[src/rtl/data_memory.sv]
// Word-organised, byte-addressed data memory for the MEM stage.
// Synchronous word writes, combinational gated reads, async clear.
module data_memory #(
  parameter int DEPTH     = 64,
  parameter int ADDR_BITS = 6
) (
  input  logic        CLK,
  input  logic        RST_N,
  input  logic [31:0] address,
  input  logic [31:0] writeData,
  input  logic        memWrite,
  input  logic        memRead,
  output logic [31:0] readData
);

  logic [31:0]          mem [DEPTH];
  logic [ADDR_BITS-1:0] idx;
  logic                 in_range;
  logic                 unused_bits;

  assign idx         = address[ADDR_BITS+1:2];
  assign in_range    = (address[31:ADDR_BITS+2] == '0);
  // Byte offset is ignored: accesses are always whole words.
  assign unused_bits = ^address[1:0];

  always_ff @(posedge CLK or negedge RST_N) begin
    if (!RST_N) begin
      for (int i = 0; i < DEPTH; i++) begin
        mem[i] <= '0;
      end
    end else if (memWrite && in_range) begin
      mem[idx] <= writeData;
    end
  end

  always_comb begin
    readData = '0;
    if (memRead && in_range) begin
      readData = mem[idx];
    end
  end

endmodule

[config.mk]
export PLATFORM = sky130hd
export DESIGN_NAME = data_memory
export DESIGN_NICKNAME = d
export VERILOG_FILES = /design/src/rtl/data_memory.sv
export SDC_FILE = /design/constraint.sdc
export NUM_CORES = 2
export LEC_CHECK = 0
export BUFFER_PORTS_ARGS = -buffer_cell sky130_fd_sc_hd__buf_4
export CAP_MARGIN = 0
export CORE_MARGIN = 2
export CORE_UTILIZATION = 40
export CTS_CLUSTER_SIZE = 16
export DETAILED_ROUTE_END_ITERATION = 12
export PLACE_DENSITY = 0.62
export SYNTH_ARGS = -nofsm -noshare
export SYNTH_HDL_FRONTEND = slang
export SYNTH_SLANG_ARGS = --single-unit
[constraint.sdc]
create_clock -name CLK -period 2.4 [get_ports CLK]
set_input_delay 0.36 -clock CLK [delete_from_list [all_inputs] [get_ports CLK]]
set_output_delay 0.36 -clock CLK [all_outputs]
set_load 0.02 [all_outputs]
==> qor.yml <==
cts.sinks: 2048
top_level_ports: 100
max_clock_freq_mhz: 304
run_status: "complete, but fails checks"
synthCells: 6891
worst-endpoint-required_ns: 2.04
fin_util_pct: 48.9
drt_iter0_drc: 5475
cts.root.buffer_cell: "clkbuf_16"
largest_net_degree_at_the_start_of_global_routing: 131
most_used_flip_flop_cell_after_synthesis: "dfrtp_1"
start_util_pct: 40.3
drt-pass1-iter-count: 5
fp.dieH_um: 486
postSynthAreaPerCell_um2: 13.5
gp_routability_congestion: 0.870
cts_tree: "built"
fin_area_um2: 113000
grt_first_pass_wirelength_mm: 460
crit_type: "register to output pin"
finalSetupTns_ns: -21.07
synth_fp_nets: 6959
synth.lib_cells_used.distinct: 54
most_frequent_cell_after_synthesis: "dfrtp_1"
seq_area_frac_synth_pct: 55.2
ys.warnings.count: 0
rsz0062_at_grt: "yes"
synth.top_cells.by_count: "dfrtp_1 (2048), mux2_2 (1878), a221oi_1 (428)"
clk-insertion-delay-late_ns: 0.87
largest_register: "mem"
tightestPinTransition_ns: 0.924
antenna_violating_nets_left: 0
count_of_pins_over_their_slew_limit: 0
synth_top_cells_by_area: "dfrtp_1 (55%), mux2_2 (23%), a221oi_1 (4.0%), mux2i_1 (2.2%), mux2_1 (2.1%)"
top_regs: "mem: 2048 flops"
placedInstanceArea_um2: 102000
cp_max_fo: 2
critPathLaunchType: "register"
cap_violations: 0
grt_antenna_before_repair: 16
p_per_area_nw_per_um2: 652
final_period_minus_worst_setup_slack_ns: 3.29
area.growth.synth_to_final_pct: 21.3
finalCritPeriodShare_pct: 137
irDropWorstVdd_mv: 0.622
post-synth-top-area-cell: "dfrtp_1"
leakage_nw: 53.3
cp_data_arrival_time_ns: 2.93
async_set_reset_flop_share_out_of_synthesis_pct: 100
grt_usage_pct: 26.2
clock-skew-final_ns: 0
final_hold_viol_count: 0
setup_violations: 32
io_buffers: 97
detail_route.drc_violations: 0
drt-vias-per-instance: 6.13
dp_slack_ns: -1.20
grt_overflow_total: 0
cts_max_path_buffers: 3
fp-row-count: 176
number_of_clock_buffers_inserted_by_tritoncts: 210
routedWlPerCell_um: 30.5
slew_headroom_pct: 38.4
synth_area_um2: 92800
synth-edff-count: 0
violations: "setup timing"
dp.final_hpwl_mm: 201
largest_register_ff_count: 2048
setup_slack_ns: -0.893
area_of_the_die_um2: 236000
critPathCaptureType: "output pin"
core-area_um2: 230000
h-tree-depth: 4
drt_wl_total_mm: 316
timing.hold.worst.class: "input pin to asynchronous set/reset pin"
finish.net_count: 7240
via_count: 63621
synth_top_cell_area_share_pct: 55.2
die_w_um: 486
grt_pass1_vias: 65306
clock_pin_transition_on_the_worst_setup_and_hold_timing_paths_ns: 0.07
synth-seq-cells: 2048
drive_gt1_share_pct: 47.9
## final cells by class
| cell class | instances | area (µm²) |
|---|---|---|
| Sequential cell | 2048 | 51200 |
| Tap cell | 3026 | 3790 |
| Fill cell | 19656 | 118000 |
| Inverter | 3 | 18.8 |
| Timing Repair Buffer | 833 | 9770 |
| Clock buffer | 306 | 6160 |
| Antenna cell | 2 | 5.00 |
| Clock inverter | 78 | 1080 |
| Multi-Input combinational cell | 4076 | 40500 |
## per-stage QoR
step | power (mW) | hold slack, ns | std cells
3_5_place_dp | 39.4 | 0.320 | 9964
3_3_place_gp | 39.4 | 0.323 | 9964
4_1_cts | 73.6 | 0.0520 | 10349
2_1_floorplan | 36.8 | 0.0644 | 6891
5_1_grt | 75.5 | 0.0653 | 10372
6_report | 73.4 | 0.0782 | 10372
## metal layers
metal	vias up	part of all wire, %	GRT usage (%)
li1	26332	-	-
met1	34197	42	36.1
met2	2421	46	41.0
met3	661	7.3	5.01
met4	10	4.3	10.0
met5	-	0.018	0
## logic make-up (layout without fill, tap and decap cells)
family	Yosys count	count (layout)	synth area share [%]
multiplexers	2268	2268	27.4
flip-flops	2048	2048	55.2
AND/OR/NAND/NOR	511	511	2.81
other	0	2	0
buffers and inverters	767	1220	4.02
AO/OA/AOI/OAI	1297	1297	10.5
## what timing repair did
| action | CTS | global route |
|---|---|---|
| setup buffers | 10 | 17 |
| cloned | 0 | 8 |
| hold buffers | 1 | 0 |
| pin swaps | 143 | 122 |
| gates resized for setup | 326 | 170 |
| endpoints found under the setup margin | 32 | 32 |
| endpoints found under the hold margin | 1269 | 0 |
## final timing paths
kind                       slack, ns      endpoint          start  depth (start not counted)
min in group CLK                0.11     mem[1551]  writeData[15]                          2
max in group asynchronous       1.19     mem[1512]          RST_N                          3
setup / recovery               -0.89  readData[30]       mem[670]                          7
hold reg to reg                 0.48     mem[1911]      mem[1911]                          1
setup reg to reg                1.39      mem[884]       mem[884]                          3
hold / removal                  0.08     mem[1430]          RST_N                          2
## layout by cell type (no fill, tap or decap), types with 15 or more instances in the layout
cell	synthesis	final
o22ai_1	121	113
o21ai_1	0	39
nand2_1	69	62
mux2_1	173	173
clkbuf_1	353	44
mux2_2	1878	1878
a21oi_2	0	18
mux2i_1	206	202
clkbuf_8	0	50
nor2_4	32	70
o21ai_0	101	50
nand4_1	16	16
a221oi_1	428	267
buf_4	132	528
a211oi_2	0	16
buf_12	0	245
clkbuf_16	0	220
nor3_1	47	28
a211oi_1	60	30
nor2_1	245	229
o22a_1	15	15
buf_6	12	41
bufinv_16	0	19
a22oi_1	242	215
o221ai_2	0	17
a22oi_2	0	27
a21oi_1	127	108
a22o_1	87	87
a221oi_2	0	159
clkinv_2	0	36
o211ai_1	15	15
dfrtp_1	2048	2048
## critical path: stages (launching register included)
cell	delay, ns
dfrtp_1	0.37
mux4_2	0.50
mux2i_4	0.25
o22ai_4	0.13
a221oi_2	0.27
buf_4	0.18
a41oi_4	0.15
buf_6	0.19
## where the power goes
group / internal [mW] / switching, mW
registers: 34.5 / 0.000000595
clock network: 19.9 / 14.4
logic: 1.29 / 3.32
total: 55.7 / 17.7
Power figures use the tool's default switching activity.
